===== src/rtl/mips_ctrl_pkg.sv =====
// Shared encodings for the multicycle MIPS controller.
// Covers opcodes, functs, ALU codes, mux selects and the 4-bit state enum.
package mips_ctrl_pkg;

  localparam logic [5:0] OP_RTYPE = 6'b000000;
  localparam logic [5:0] OP_LW    = 6'b100011;
  localparam logic [5:0] OP_SW    = 6'b101011;
  localparam logic [5:0] OP_BEQ   = 6'b000100;
  localparam logic [5:0] OP_ADDI  = 6'b001000;
  localparam logic [5:0] OP_J     = 6'b000010;

  localparam logic [5:0] FN_ADD = 6'b100000;
  localparam logic [5:0] FN_SUB = 6'b100010;
  localparam logic [5:0] FN_AND = 6'b100100;
  localparam logic [5:0] FN_OR  = 6'b100101;
  localparam logic [5:0] FN_SLT = 6'b101010;

  localparam logic [3:0] ALU_AND = 4'b0000;
  localparam logic [3:0] ALU_OR  = 4'b0001;
  localparam logic [3:0] ALU_ADD = 4'b0010;
  localparam logic [3:0] ALU_SUB = 4'b0110;
  localparam logic [3:0] ALU_SLT = 4'b0111;

  localparam logic [1:0] SRCB_B       = 2'b00;
  localparam logic [1:0] SRCB_FOUR    = 2'b01;
  localparam logic [1:0] SRCB_IMM     = 2'b10;
  localparam logic [1:0] SRCB_IMM_SH2 = 2'b11;

  localparam logic [1:0] PCSRC_ALU    = 2'b00;
  localparam logic [1:0] PCSRC_ALUOUT = 2'b01;
  localparam logic [1:0] PCSRC_JUMP   = 2'b10;

  typedef enum logic [3:0] {
    FETCH   = 4'd0,
    DECODE  = 4'd1,
    MEMADR  = 4'd2,
    MEMRD   = 4'd3,
    MEMWB   = 4'd4,
    MEMWR   = 4'd5,
    EXECUTE = 4'd6,
    ALUWB   = 4'd7,
    BRANCH  = 4'd8,
    ADDIEX  = 4'd9,
    ADDIWB  = 4'd10,
    JUMP    = 4'd11
  } state_t;

endpackage


===== src/rtl/multicycle_controller_if.sv =====
// Controller <-> datapath bundle: instruction/status inputs and control strobes.
// master = controller side, slave = datapath side.
interface multicycle_controller_if;
  import mips_ctrl_pkg::*;

  logic [5:0] op;
  logic [5:0] funct;
  logic       zero;
  logic       mem_ready;

  logic       iord;
  logic       mem_write;
  logic       ir_write;
  logic       reg_dst;
  logic       mem_to_reg;
  logic       reg_write;
  logic       alu_src_a;
  logic [1:0] alu_src_b;
  logic [1:0] pc_src;
  logic       pc_en;
  logic [3:0] alu_control;
  logic       illegal_op;
  logic       instr_done;
  state_t     state;

  modport master (
    input  op, funct, zero, mem_ready,
    output iord, mem_write, ir_write, reg_dst, mem_to_reg, reg_write,
           alu_src_a, alu_src_b, pc_src, pc_en, alu_control,
           illegal_op, instr_done, state
  );

  modport slave (
    output op, funct, zero, mem_ready,
    input  iord, mem_write, ir_write, reg_dst, mem_to_reg, reg_write,
           alu_src_a, alu_src_b, pc_src, pc_en, alu_control,
           illegal_op, instr_done, state
  );
endinterface


===== src/rtl/mc_alu_decode.sv =====
// R-type funct to ALU control decode; unsupported functs fall back to ADD
// with funct_valid low so the FSM can flag them.
module mc_alu_decode
  import mips_ctrl_pkg::*;
(
  input  logic [5:0] funct,
  output logic [3:0] alu_control,
  output logic       funct_valid
);

  always_comb begin
    alu_control = ALU_ADD;
    funct_valid = 1'b1;
    case (funct)
      FN_ADD:  alu_control = ALU_ADD;
      FN_SUB:  alu_control = ALU_SUB;
      FN_AND:  alu_control = ALU_AND;
      FN_OR:   alu_control = ALU_OR;
      FN_SLT:  alu_control = ALU_SLT;
      default: funct_valid = 1'b0;
    endcase
  end

endmodule


===== src/rtl/multicycle_controller.sv =====
// Multicycle MIPS control FSM with Moore strobes per state.
// Define MC_MEM_WAIT_EN to stall FETCH/MEMRD/MEMWR until mem_ready.
//
// state   | meaning
// FETCH   | read instruction, PC += 4
// DECODE  | branch target into ALUOut, dispatch on op
// MEMADR  | compute load/store address
// MEMRD   | read data memory
// MEMWB   | write MDR to rt
// MEMWR   | write data memory
// EXECUTE | R-type ALU operation
// ALUWB   | write ALUOut to rd
// BRANCH  | compare, take branch on zero
// ADDIEX  | A + signimm
// ADDIWB  | write ALUOut to rt
// JUMP    | load jump target into PC
module multicycle_controller
  import mips_ctrl_pkg::*;
(
  input logic                     clk,
  input logic                     reset,
  multicycle_controller_if.master bus
);

`ifdef MC_MEM_WAIT_EN
  localparam bit WAIT_EN = 1'b1;
`else
  localparam bit WAIT_EN = 1'b0;
`endif

  state_t     state_q, state_d;
  logic       mem_ok;
  logic [3:0] funct_alu;
  logic       funct_valid;
  logic       mem_write_c, ir_write_c, reg_write_c;
  logic       pc_write_c, branch_c, illegal_c, done_c;

  mc_alu_decode u_alu_decode (
    .funct       (bus.funct),
    .alu_control (funct_alu),
    .funct_valid (funct_valid)
  );

  assign mem_ok = WAIT_EN ? bus.mem_ready : 1'b1;

  always_ff @(posedge clk) begin
    if (reset) state_q <= FETCH;
    else       state_q <= state_d;
  end

  always_comb begin
    state_d         = state_q;
    bus.iord        = 1'b0;
    bus.reg_dst     = 1'b0;
    bus.mem_to_reg  = 1'b0;
    bus.alu_src_a   = 1'b0;
    bus.alu_src_b   = SRCB_B;
    bus.pc_src      = PCSRC_ALU;
    bus.alu_control = ALU_ADD;
    mem_write_c     = 1'b0;
    ir_write_c      = 1'b0;
    reg_write_c     = 1'b0;
    pc_write_c      = 1'b0;
    branch_c        = 1'b0;
    illegal_c       = 1'b0;
    done_c          = 1'b0;

    case (state_q)
      FETCH: begin
        bus.alu_src_b = SRCB_FOUR;
        ir_write_c    = mem_ok;
        pc_write_c    = mem_ok;
        if (mem_ok) state_d = DECODE;
      end
      DECODE: begin
        bus.alu_src_b = SRCB_IMM_SH2;
        case (bus.op)
          OP_LW, OP_SW: state_d = MEMADR;
          OP_RTYPE:     state_d = EXECUTE;
          OP_BEQ:       state_d = BRANCH;
          OP_ADDI:      state_d = ADDIEX;
          OP_J:         state_d = JUMP;
          default: begin
            illegal_c = 1'b1;
            state_d   = FETCH;
          end
        endcase
      end
      MEMADR: begin
        bus.alu_src_a = 1'b1;
        bus.alu_src_b = SRCB_IMM;
        state_d       = (bus.op == OP_SW) ? MEMWR : MEMRD;
      end
      MEMRD: begin
        bus.iord = 1'b1;
        if (mem_ok) state_d = MEMWB;
      end
      MEMWB: begin
        bus.mem_to_reg = 1'b1;
        reg_write_c    = 1'b1;
        done_c         = 1'b1;
        state_d        = FETCH;
      end
      MEMWR: begin
        // Strobe held through the wait; completion only when memory accepts.
        bus.iord    = 1'b1;
        mem_write_c = 1'b1;
        done_c      = mem_ok;
        if (mem_ok) state_d = FETCH;
      end
      EXECUTE: begin
        bus.alu_src_a   = 1'b1;
        bus.alu_control = funct_alu;
        illegal_c       = ~funct_valid;
        state_d         = funct_valid ? ALUWB : FETCH;
      end
      ALUWB: begin
        bus.reg_dst = 1'b1;
        reg_write_c = 1'b1;
        done_c      = 1'b1;
        state_d     = FETCH;
      end
      BRANCH: begin
        bus.alu_src_a   = 1'b1;
        bus.alu_control = ALU_SUB;
        bus.pc_src      = PCSRC_ALUOUT;
        branch_c        = 1'b1;
        done_c          = 1'b1;
        state_d         = FETCH;
      end
      ADDIEX: begin
        bus.alu_src_a = 1'b1;
        bus.alu_src_b = SRCB_IMM;
        state_d       = ADDIWB;
      end
      ADDIWB: begin
        reg_write_c = 1'b1;
        done_c      = 1'b1;
        state_d     = FETCH;
      end
      JUMP: begin
        bus.pc_src = PCSRC_JUMP;
        pc_write_c = 1'b1;
        done_c     = 1'b1;
        state_d    = FETCH;
      end
      default: state_d = FETCH;
    endcase
  end

  assign bus.state      = state_q;
  assign bus.mem_write  = mem_write_c & ~reset;
  assign bus.ir_write   = ir_write_c  & ~reset;
  assign bus.reg_write  = reg_write_c & ~reset;
  assign bus.pc_en      = (pc_write_c | (branch_c & bus.zero)) & ~reset;
  assign bus.illegal_op = illegal_c   & ~reset;
  assign bus.instr_done = done_c      & ~reset;

endmodule

===== src/flat_wrapper.sv =====
// flat-port wrapper written by rule: the top's interface ports become plain ports
module multicycle_controller_flat import mips_ctrl_pkg::*;
  (clk, reset, bus_op, bus_funct, bus_zero, bus_mem_ready, bus_iord, bus_mem_write, bus_ir_write, bus_reg_dst, bus_mem_to_reg, bus_reg_write, bus_alu_src_a, bus_alu_src_b, bus_pc_src, bus_pc_en, bus_alu_control, bus_illegal_op, bus_instr_done, bus_state);
  multicycle_controller_if bus_i ();
  input logic clk;
  input logic reset;
  input wire logic [$bits(bus_i.op)-1:0] bus_op;
  input wire logic [$bits(bus_i.funct)-1:0] bus_funct;
  input wire logic [$bits(bus_i.zero)-1:0] bus_zero;
  input wire logic [$bits(bus_i.mem_ready)-1:0] bus_mem_ready;
  output wire logic [$bits(bus_i.iord)-1:0] bus_iord;
  output wire logic [$bits(bus_i.mem_write)-1:0] bus_mem_write;
  output wire logic [$bits(bus_i.ir_write)-1:0] bus_ir_write;
  output wire logic [$bits(bus_i.reg_dst)-1:0] bus_reg_dst;
  output wire logic [$bits(bus_i.mem_to_reg)-1:0] bus_mem_to_reg;
  output wire logic [$bits(bus_i.reg_write)-1:0] bus_reg_write;
  output wire logic [$bits(bus_i.alu_src_a)-1:0] bus_alu_src_a;
  output wire logic [$bits(bus_i.alu_src_b)-1:0] bus_alu_src_b;
  output wire logic [$bits(bus_i.pc_src)-1:0] bus_pc_src;
  output wire logic [$bits(bus_i.pc_en)-1:0] bus_pc_en;
  output wire logic [$bits(bus_i.alu_control)-1:0] bus_alu_control;
  output wire logic [$bits(bus_i.illegal_op)-1:0] bus_illegal_op;
  output wire logic [$bits(bus_i.instr_done)-1:0] bus_instr_done;
  output wire logic [$bits(bus_i.state)-1:0] bus_state;
  assign bus_i.op = bus_op;
  assign bus_i.funct = bus_funct;
  assign bus_i.zero = bus_zero;
  assign bus_i.mem_ready = bus_mem_ready;
  assign bus_iord = bus_i.iord;
  assign bus_mem_write = bus_i.mem_write;
  assign bus_ir_write = bus_i.ir_write;
  assign bus_reg_dst = bus_i.reg_dst;
  assign bus_mem_to_reg = bus_i.mem_to_reg;
  assign bus_reg_write = bus_i.reg_write;
  assign bus_alu_src_a = bus_i.alu_src_a;
  assign bus_alu_src_b = bus_i.alu_src_b;
  assign bus_pc_src = bus_i.pc_src;
  assign bus_pc_en = bus_i.pc_en;
  assign bus_alu_control = bus_i.alu_control;
  assign bus_illegal_op = bus_i.illegal_op;
  assign bus_instr_done = bus_i.instr_done;
  assign bus_state = bus_i.state;
  multicycle_controller u_core (.clk(clk), .reset(reset), .bus(bus_i));
endmodule

===== config.mk =====
export PLATFORM = sky130hd
export DESIGN_NAME = multicycle_controller_flat
export DESIGN_NICKNAME = d
export VERILOG_FILES = /design/src/rtl/mips_ctrl_pkg.sv /design/src/rtl/multicycle_controller_if.sv /design/src/rtl/mc_alu_decode.sv /design/src/rtl/multicycle_controller.sv /design/src/flat_wrapper.sv
export SDC_FILE = /design/constraint.sdc
export NUM_CORES = 1
export LEC_CHECK = 0
export CAP_MARGIN = 10
export CORE_UTILIZATION = 32
export DETAILED_ROUTE_END_ITERATION = 16
export GPL_ROUTABILITY_DRIVEN = 0
export PLACE_DENSITY = 0.75
export SYNTH_ARGS = -nofsm -noshare
export SYNTH_HDL_FRONTEND = slang
export SYNTH_SLANG_ARGS = --single-unit

===== constraint.sdc =====
create_clock -name clk -period 1.9 [get_ports clk]
set_input_delay 0.57 -clock clk [delete_from_list [all_inputs] [get_ports clk]]
set_output_delay 0.57 -clock clk [all_outputs]
set_load 0.02 [all_outputs]

After elaboration in Yosys (flattened, before gate mapping):

Cells that the tools add are included.

* register bits after elaboration: 4
* latch bits: 0
* bits in writable memories: 0
* memory bits (read-only): 0
* input bits: 16
* output and inout bits: 22
* memories: 0

* $add $sub $neg: 0
* $mul: 0
* div/mod/pow operators: 0
* magnitude comparators: 0
* equality and inequality tests: 21
* shift-type cells: 0
* multiplexer cells: 21
* bitwise gates (word level): 10
* reduce and logical (&&, ||, !) cells: 11

Operators by type and width (number)
* equality test 6 bit, second input constant: 7
* case mux 4 bit (6 select lines): 1
* case mux 4 bit (5 select lines): 1
* equality test 4 x 3 -> 1 bit, second input constant: 4
* equality test 4 bit, second input constant: 4
* 2-to-1 mux 1 bit: 12
* case mux 3 bit (4 select lines): 1
* OR reduction 6 bit: 2
* equality test 4 x 2 -> 1 bit, second input constant: 2
* OR reduction 2 bit: 4
* AND 1 bit: 7
* equality test 6 x 2 -> 1 bit, second input constant: 1
* equality test 6 x 3 -> 1 bit, second input constant: 1
* equality test 6 x 4 -> 1 bit, second input constant: 1
* logical NOT 6 bit: 1
* 2-to-1 mux 3 bit: 2
* case mux 2 bit (3 select lines): 1
* case mux 3 bit (2 select lines): 1
* OR reduction 5 bit: 1
* equality test 4 x 1 -> 1 bit, second input constant: 1
* logical NOT 4 bit: 1
* case mux 2 bit (2 select lines): 1
* OR reduction 4 bit: 1
* OR reduction 3 bit: 1
* other kinds (3): 4

Depth between registers and ports, before layout:

Gate-level depths: netlist of the first run.

* depth in word-level cells: 6
* gate-level depth with buffers: 5

By module:

Synthesis of the first run repeated with hierarchy kept, for this count alone.

* cell total of the unflattened synthesis: 92
* area total of the unflattened synthesis: 613.1 µm²

Modules (own cells, without submodules)
* multicycle_controller: times used 1, cells an instance 81, area an instance 515.5 µm², sequential area each 80.1 µm²
* mc_alu_decode: times used 1, cells an instance 11, area an instance 97.6 µm², sequential area each 0.0 µm²

Worst setup path before layout of the first run:

Ideal clock, no wire load.

* path type: in2out
* start point: in reset
* end point: out bus_pc_en
* data arrival time: 1880 ps
* data required time: 1330 ps
* slack: -550 ps
* stages: 3
* buffers on the path: 1
* cell sequence: buf_1 -> nor4b_1 -> o21bai_1

* word-level cells in the longest chain between the ends: 2

Ends and longest elaborated chain
* start, declared: RTL line flat_wrapper.sv:6 `input logic reset;`
* NOT 1 bit: RTL line multicycle_controller.sv:155 `assign bus.pc_en = (pc_write_c | (branch_c & bus.zero)) & ~reset;`
* AND 1 bit: RTL line multicycle_controller.sv:155
* end, declared: RTL line flat_wrapper.sv:20 `output wire logic [$bits(bus_i.pc_en)-1:0] bus_pc_en;`

Every way passes these cells.

Worst setup path after layout of the first run:

* start point: reg u_core.state_q[1], in the netlist u_core.bus.state[1]
* end point: out bus_alu_control[1]

* word-level cells in the longest chain between the ends: 2
* elaborated cells between the ends (all ways): 3
* classes of those cells: 2 x eq/ne; 1 x mux

Ends and longest elaborated chain
* start, declared: RTL line multicycle_controller.sv:31 `state_t state_q, state_d;`
* start signal, assigned: RTL line multicycle_controller.sv:48 `else state_q <= state_d;`
* equality test 4 bit / equality test 4 x 3 -> 1 bit (equally long branches): RTL line multicycle_controller.sv:68 `case (state_q)`
* case mux 3 bit (2 select lines) (*): RTL line multicycle_controller.sv:68
* end, declared: RTL line flat_wrapper.sv:21 `output wire logic [$bits(bus_i.alu_control)-1:0] bus_alu_control;`

Every way passes the cells marked *; elsewhere a longest branch is shown, timed or not.

==> results of run 1 <==
worst paths after layout:
| path | end | startpoint | slack [ns] | cells after the start |
|---|---|---|---|---|
| worst max-delay path | bus_alu_control[1] | u_core.bus.state[1] | -0.27 | 4 |
| worst max register to register | u_core.bus.state[1] | u_core.bus.state[1] | 0.40 | 6 |
| worst min-delay path | u_core.bus.state[3] | reset | 0.72 | 3 |
| worst min register to register | u_core.bus.state[3] | u_core.bus.state[2] | 0.73 | 2 |
layer usage:
metal	vias up	track usage	part of all wire
met2	29	0.487	0.58
met4	0	0.0606	0.011
met3	4	0.0320	0.042
li1	455	-	-
met5	-	0	0
met1	456	0.270	0.37
layout make-up:
| cell class | instances | area (um^2) |
|---|---|---|
| Clock buffer | 3 | 22.5 |
| Timing Repair Buffer | 74 | 604 |
| Multi-Input combinational cell | 72 | 683 |
| Fill cell | 127 | 285 |
| Tap cell | 25 | 31.3 |
| Sequential cell | 4 | 85.1 |
| Inverter | 4 | 15.0 |
placed cells by master, fill, tap and decap left out, types with 2 or more instances in the layout:
master,count
buf_4,34
buf_6,15
buf_2,9
nand2b_4,6
a21oi_1,6
dlygate4sd2_1,6
nor2_2,5
clkbuf_2,5
inv_1,4
nand2_1,4
dfxtp_2,4
nor3_4,3
nor3_1,3
o21ai_2,3
clkbuf_4,3
or3b_4,2
o21bai_4,2
nor2_4,2
nand2b_1,2
nor3_2,2
nor2_1,2
or4_1,2
a31oi_1,2
clkdlybuf4s15_1,2
through the flow:
| step | util | power (mW) | cell area [um^2] | std cells |
|---|---|---|---|---|
| final | 0.835 | 0.420 | 1440 | 182 |
| after global routing | 0.835 | 0.440 | 1440 | 182 |
| after CTS | 0.788 | 0.402 | 1360 | 179 |
| after detailed placement | 0.741 | 0.281 | 1280 | 173 |
| after global placement | 0.741 | 0.276 | 1280 | 173 |
| after floorplan | - | 0.183 | 703 | 87 |
logic make-up (layout without fill, tap and decap cells):
logic type / after synthesis / in the layout
simple gates: 42 / 42
compound gates: 24 / 24
buf+inv: 11 / 81
flops: 4 / 4
xor+xnor: 3 / 3
mux: 2 / 2
other cells: 1 / 1
critical path, stage by stage (launching register included):
cell and delay (ns):
dfxtp_2 0.32, or3b_4 0.38, or3_4 0.38, nand2b_4 0.16
buf_6 0.12
power by group:
group | total (mW) | switching [mW] | internal, mW
Sequential | 0.0898 | 0.00223 | 0.0876
Clock | 0.106 | 0.0352 | 0.0707
Combinational | 0.225 | 0.105 | 0.120
timing repair:
action | 4_1_cts | 5_1_grt
pin swaps | 10 | 5
resized for setup | 134 | 37
hold buffers | 0 | 0
setup buffers | 3 | 3
setup endpoints to repair | 22 | 16
==> reports/results.ini, run 1 <==
[outcome]
outcome = finished with violations
failed_checks = negative setup slack

[layout]
largest_reg_flops = 4
drive_gt1_frac = 0.694
fin_nets = 175
diodes = 0
area_growth_pct = 143

[timing]
finalSetupViolations = 11
fin_crit_ns = 2.17
finalHoldWorstSlack_ns = 0.716
max_freq_ghz = 0.460
worst_slack_ns = -0.274
maxSlewViolCount = 0
rsz0062_at_grt = yes
tns_ns = -1.25
hold_viol = 0
fin_skew_ns = 0.000799
period_share = 1.14

[detailed_routing]
viasPerCell = 5.19
num_vias = 944
drc = 0
drt_iter0_drc = 11
wl_um = 2570
first_pass_iters = 3
drtAntennaViolNets = 0
routedWlPerCell_um = 14.1

[synth]
synth_compound_area_frac = 0.280
netlist.area_leader.share = 0.135
synth-seq-cells = 4
synth_edf_count = 0
synth_top_family_by_area = simple AND/OR/NAND/NOR gates
synth_common_cells = nor2_1 (9), a21oi_1 (8), nor3_1 (8)
synthArstFlopShare = 0
synth_fp_nets = 103
avgSynthCellArea_um2 = 6.83
synth_most_common_cell = nor2_1
synth_area_leader_cell = dfxtp_1
synth_adder_area_share = 0
synthCells = 87
ys_seq_area_frac = 0.135
synth_area_leaders = dfxtp_1 (13%), nand2b_1 (7.4%), a21oi_1 (6.7%), nor3_1 (6.7%), nor2_1 (5.7%)
synth-simple-area-share = 0.408
synth-xor-area-share = 0.0442
synth_area_um2 = 594
yosys_warnings = 0
ys_types = 40
synth_mux_area_frac = 0.0358
yosys_most_used_dff = dfxtp_1

[placement]
dpl_worst_slack_ns = -1.08
hpwl_um = 1820
io_buffers = 35

[die]
initial_utilization = 0.344
fp.dieH_um = 45.1
ioPinCount = 38
core_area_um2 = 1730
fp.dieW_um = 45.1
die-area_um2 = 2030
rows = 15

[cts]
clock_path_buffers = 2
clock-sinks = 4
cts_buffers = 3
cts_root_buffer = clkbuf_4
cts_tree = yes
clk_latency_ns = 0.24
cts_max_level = 1
clkSlewWorstSetupHoldPaths_ns = 0.04

[global_route]
grt_pass1_vias = 914
grt_max_degree = 15
grt_pass1_wl_um = 3730
grt.overflow.total = 0
gr-usage-all-layers = 0.246
antenna_found_initial = 0

[power]
power.density_nw_per_um2 = 292
p_leak_nw = 0.680
ir_drop_mv = 0.295

[critical_path]
cp_data_arrival_time_ns = 1.60
path_max_fanout = 3
critPathRequiredTime_ns = 1.33
startpoint_type = flip-flop
endpoint_kind = output port
criticalPathCategory = reg2out

[worst_hold_path]
hp-class = in2reg

[job]
maxCapViolCount = 0

(Power assumes the default switching activity.)
==> run 2, diff against run 1 <==
Settings changed: SETUP_SLACK_MARGIN set to 0.1.
==> run 2 against run 1 <==
  * The flow still finishes with violations (negative setup slack)
  * Clock skew up 0.0018 ns
  * Cell area rose by 9.1%
  * Critical path depth up 1
  * Setup slack worse by 0.090 ns
  * Largest cell class unchanged
  * Sequential share of layout area down 0.49 points
  * Die area unchanged
  * Hold slack gained 0.0042 ns
==> reports/results.ini, run 2 (synthesized netlist as in run 1, its figures left out) <==
[critical_path]
rr_startpoint = u_core.bus.state[2]
endpoint_kind = output port
critPathRequiredTime_ns = 1.33
crit_end = bus_alu_control[0]
criticalPathCategory = reg2out
crit_start = u_core.bus.state[0]
startpoint_type = flip-flop
timing.rr.end = u_core.bus.state[2]
r2r_cells = 5
path_max_fanout = 3
cp_data_arrival_time_ns = 1.69
regToRegSetupSlack_ns = 0.35

[cts]
clkSlewWorstSetupHoldPaths_ns = 0.04
clock-sinks = 4
cts_max_level = 1
cts_tree = yes
cts_buffers = 3
cts_root_buffer = clkbuf_4
hold_buffers = 0
clock_path_buffers = 2
clk_latency_ns = 0.26

[layout]
fin_nets = 178
fin_cells = 185
diodes = 0
area_growth_pct = 165
final_common_cell = buf_4
largest_reg_flops = 4
mostFrequentLayoutCells = buf_4 (36), buf_6 (18), dlygate4sd2_1 (8)
drive_gt1_frac = 0.725
fin_area_um2 = 1570

[placement]
io_buffers = 35
hpwl_um = 1850
dpl_cell_area_um2 = 1280
dp_cells = 172

[global_route]
antenna_found_initial = 0
grt_max_degree = 15
grt_pass1_vias = 1009
gr-usage-all-layers = 0.315
grt_pass1_wl_um = 4500
grt.overflow.total = 0

[detailed_routing]
first_pass_iters = 4
drtAntennaViolNets = 0
num_vias = 1095
routedWlPerCell_um = 19.6
wl_um = 3620
drc = 0
drt_iter0_drc = 34
viasPerCell = 5.92

[outcome]
failed_checks = negative setup slack
outcome = finished with violations

[die]
fp.dieH_um = 45.1
fp.dieW_um = 45.1
rows = 15
initial_utilization = 0.344
die-area_um2 = 2030
core_area_um2 = 1730
ioPinCount = 38

[timing]
fin_crit_ns = 2.26
fin_skew_ns = 0.00261
finalSetupViolations = 15
maxSlewViolCount = 0
rsz0062_at_grt = yes
period_share = 1.19
worst_slack_ns = -0.364
max_freq_ghz = 0.442
hold_viol = 0

[power]
power.density_nw_per_um2 = 291
p_leak_nw = 0.694
ir_drop_mv = 0.309
power.total_uw = 458

[worst_hold_path]
holdCritStartpoint = u_core.bus.state[3]
hp-class = reg2reg

[job]
maxCapViolCount = 0

==> run 2: cell count changes in the layout (fill, tap and decap cells not counted), moves of 3 or more <==
cell | previous run | this run
buf_2 | 9 | 3
a21oi_2 | 1 | 5
nor2_2 | 5 | 2
a21oi_1 | 6 | 2
buf_6 | 15 | 18
==> run 2: critical path, stage by stage (launching register included) <==
cell	delay, ns
dfxtp_2	0.32
or3b_4	0.39
or3_4	0.38
buf_6	0.14
nor2_4	0.09
buf_6	0.12
==> run 2: routing by layer <==
| metal | vias to the layer above | global-route usage | routed length, um |
|---|---|---|---|
| li1 | 470 | - | - |
| met1 | 516 | 0.308 | 1240 |
| met2 | 81 | 0.617 | 1870 |
| met3 | 28 | 0.0600 | 279 |
| met4 | 0 | 0.152 | 229 |
| met5 | - | 0 | 0 |
==> run 2: layout make-up <==
cell class              instances  area [um^2]
fillers                        81          154
well taps                      25         31.3
flip-flops and latches          4         85.1
repair buffers                 77          683
inverters                       4         15.0
multi-input cells              72          736
clock buffers                   3         22.5
==> run 2: worst min-delay path by stage <==
stage                                     end  cells after the start
final                     u_core.bus.state[3]                      3
after global routing      u_core.bus.state[3]                      3
after CTS                 u_core.bus.state[3]                      3
after detailed placement  u_core.bus.state[3]                      3
after global placement    u_core.bus.state[3]                      3
after floorplan           u_core.bus.state[3]                      3
==> run 2: where the power goes <==
part | total [mW] | switching (mW) | internal (mW)
combinational | 0.247 | 0.121 | 0.126
sequential | 0.0895 | 0.00207 | 0.0874
clock | 0.122 | 0.0506 | 0.0717
total | 0.458 | 0.173 | 0.285
==> run 2: metrics by stage <==
| stage | hold WS (ns) | setup TNS (ns) | setup slack, ns | util |
|---|---|---|---|---|
| finish | 0.721 | -2.49 | -0.364 | 0.911 |
| global route | 0.724 | -2.96 | -0.382 | 0.911 |
| CTS | 0.695 | -2.90 | -0.382 | 0.850 |
| detailed placement | 0.703 | -10.24 | -1.12 | 0.740 |
| global placement | 0.697 | -9.78 | -1.00 | 0.740 |
| floorplan | 0.668 | -0.260 | -0.0740 | - |
==> run 2: repair_timing <==
action                                  in CTS  in global routing
gates resized for setup                    144                 40
pin swaps                                    8                  9
setup buffers                                5                  6
endpoints found under the setup margin      24                 18
==> patch 1, RTL diff (flow settings as in run 2) <==
Make the reset (`reset`) asynchronous in one clocked block.
--- a/src/rtl/multicycle_controller.sv
+++ b/src/rtl/multicycle_controller.sv
@@ -45,3 +45,3 @@
 
-  always_ff @(posedge clk) begin
+  always_ff @(posedge clk or posedge reset) begin
     if (reset) state_q <= FETCH;
Formal check against the unedited RTL: differs if reset is asserted again (counterexample within 4 cycles, from zero or initial values and one cycle with reset high); with reset held inactive, the same outputs for 10 cycles.
==> patch 1 against run 2 <==
The flow now stops in clock tree synthesis (4_1_cts); area after synthesis down 6.1%; synthesized cell count down 8.0%.
==> patch 1: results <==
group,metric,value,unit
status,tool.error,"[ERROR DPL-0038] Utilization greater than 100%, impossible to legalize",
placement,detailed_place.area,0.00129,mm^2
status,run_status,"aborted with a tool error",
logic_synthesis,synth_warnings,0,
logic_synthesis,synth_common_cells,"10 x nor2_1, 7 x nor3_1",
clock_network,cts_sinks,4,
die,dieWidth,43.8,um
logic_synthesis,synth_top_area_share,17.9,%
logic_synthesis,netlist-cell-type-count,34,
logic_synthesis,postSynth.asyncResetShare,100,%
clock_network,postCtsSetupRepairBufs,16,
clock_network,cts-resized-gates,190,
clock_network,clock_tree.htree_level_count,1,
logic_synthesis,edff_count_synth,0,
logic_synthesis,post-synth-top-count-cell,"nor2_1",
clock_network,ctsLongestPathBuffers,2,
placement,place.port_buffers,35,
clock_network,cts.root.buffer_cell,"clkbuf_4",
logic_synthesis,ys_seq_area_share,17.9,%
status,last-stage-reached,"clock tree synthesis (4_1_cts)",
placement,post_detail_place_hpwl,1.75,mm
logic_synthesis,post_synth_main_area_contributors,"dfrtp_1 18%, nor2_1 6.7%, nor3_1 6.3%",
clock_network,cts_buffers,3,
logic_synthesis,mappedNetlistNets,96,
patch 1: kinds of logic after synthesis:
kind of cell              after synthesis  share of synthesized area, %
other                                   1                         0.672
AOI/OAI and AO/OA                      21                          24.4
buffers and inverters                   9                          7.40
xor gates and xnor gates                3                          4.71
muxes                                   2                          3.81
and+or+nand+nor                        40                          41.0
DFF                                     4                          17.9
patch 1: per-stage QoR:
stage / TNS, ps / util [%] / hold WS [ps] / worst slack [ps] / std cells
after floorplan: -407 / - / 625 / -104 / 80
after global placement: -10010 / 82.8 / 652 / -1060 / 160
after detailed placement: -10300 / 82.8 / 662 / -1090 / 160
==> patch 2, RTL diff (settings of run 2) <==
Without the edit above. The option `MC_MEM_WAIT_EN` is turned on by a define.
--- a/src/rtl/multicycle_controller.sv
+++ b/src/rtl/multicycle_controller.sv
@@ -16,2 +16,4 @@
 // JUMP    | load jump target into PC
+`define MC_MEM_WAIT_EN
+
 module multicycle_controller
Check against the original RTL: not equivalent (Yosys sat finds a counterexample within 4 cycles, from zero or initial values and one cycle with reset high).
==> patch 2 against run 2 <==
The flow still finishes with violations (setup timing); power grew 11%; final area grew 21%; worst setup slack lost 41 ps; sequential cell count is the same; routed wire length grew 47%; count of clock-buffer cells in the layout grew 1; via count grew 25%; hold slack lost 68 ps; area after synthesis grew 14%; synthesized cell count grew 15%.
==> patch 2: results <==
group,metric,value,unit
status,run_status,"complete, but fails checks",
cells_and_area,layout.filler_cells,46,
grt,grt_use_total,33.5,%
drt,dr.pass1.iters,5,
clock_network,cts_buffers,3,
logic_synthesis,ys_seq_area_share,11.8,%
logic_synthesis,post_synth_main_area_contributors,"dfxtp_1 12%, nand2b_1 6.5%, nor3_1 5.9%",
grt,via_count_of_the_first_global_routing_pass,1125,
setup_path,r2r_cells,7,
power_and_ir_drop,power.static_leakage,0.806,nW
setup_path,crit_startpoint,"u_core.bus.state[0]",
hold_path,end_point_of_the_most_critical_hold_path,"u_core.bus.state[0]",
cells_and_area,finish.net_count,208,
status,failed_checks,"setup timing",
drt,count_of_routing_violations_after_the_opening_detailed_route_iteration,91,
hold_path,worstHoldPathCells,2,
hold_path,min_delay_startpoint,"u_core.bus.state[3]",
setup_path,worst_r2r_startpoint,"u_core.bus.state[1]",
setup_path,critical_path.reg2reg.endpoint,"u_core.bus.state[0]",
sta,fin_tns_setup,-2750,ps
logic_synthesis,mappedNetlistNets,116,
drt,wl,5.33,mm
logic_synthesis,synth_common_cells,"10 x nor2_1, 8 x nor3_1, 7 x a21oi_1, 7 x nand2b_1, 6 x nand2_1",
drt,routed_via_density,6.29,
setup_path,worstPathArrival,1730,ps
grt,largest_net_degree_at_the_start_of_global_routing,14,
sta,finalClockSkew,6.29,ps
power_and_ir_drop,ir_drop,0.000215,V
setup_path,r2r_setup_slack,80,ps
placement,place.port_buffers,36,
sta,setup-violations-final,15,
cells_and_area,layout-drive-gt1-share,75.4,%
sta,slack_of_the_critical_path,-404,ps
[patch 2: cell types whose count changed in the layout (fill, tap and decap cells not counted), moves of 4 or more]
cell                  run 2  this run
dlygate4sd2_1             8         3
buf_2                     3         7
buf_4                    36        41
buf_6                    18        32
[patch 2: cell type report]
class                   instances  share of cell area, %
repair buffers                 95                   46.1
multi-input cells              83                   45.0
flip-flops and latches          4                   4.74
well taps                      27                   1.78
clock buffers                   4                   1.38
inverters                       5                  0.987
[patch 2: worst max-delay path, stage by stage, from the launching register on]
cell	delay, ps
dfxtp_2	320
nand4bb_4	240
or2_1	280
or4b_4	490
buf_6	150
[patch 2: kinds of logic (layout without fill, tap and decap cells)]
group | Yosys count | count (layout) | synth area share (%)
AO/OA/AOI/OAI | 26 | 26 | 28.1
flip-flops | 4 | 4 | 11.8
AND/OR/NAND/NOR | 52 | 52 | 43.8
other | 1 | 1 | 0.554
multiplexers | 2 | 2 | 3.70
buffers and inverters | 13 | 104 | 9.43
XOR/XNOR | 2 | 2 | 2.59
[patch 2: repair_timing]
| action | in CTS | in global routing |
|---|---|---|
| setup endpoints to repair | 25 | 19 |
| buffers inserted | 9 | 12 |
| gates resized for setup | 172 | 50 |
| pin swaps | 15 | 14 |
[patch 2: worst max-delay path by stage]
stage / slack, ps / cells past startpoint / end
4_1_cts: -380 / 5 / bus_alu_control[1]
6_report: -400 / 4 / bus_alu_control[1]
3_3_place_gp: -1050 / 5 / bus_alu_control[1]
2_1_floorplan: -130 / 3 / bus_alu_control[1]
5_1_grt: -430 / 4 / bus_alu_control[1]
3_5_place_dp: -1060 / 5 / bus_alu_control[1]
[patch 2: metal layers]
layer	vias to the layer above	track usage, %	share of wire (%)
met1	638	38.7	35
met4	0	18.3	7.1
met2	133	57.8	48
li1	550	-	-
met3	50	6.04	10
met5	-	0	0
[patch 2: metrics by stage]
step | instances | instance area (um^2) | hold WS [ps]
floorplan | 100 | 803 | 653
global placement | 195 | 1430 | 582
detailed placement | 195 | 1430 | 603
CTS | 207 | 1640 | 602
global route | 218 | 1900 | 650
finish | 218 | 1900 | 652
[patch 2: power groups by stage]
stage,sequential [W],clock [W],combinational [W]
floorplan,0.0000930,0,0.0000976
finish,0.0000872,0.000134,0.000290
detailed placement,0.0000890,0,0.000208
CTS,0.0000895,0.000123,0.000226
global route,0.0000873,0.000141,0.000298
global placement,0.0000886,0,0.000201
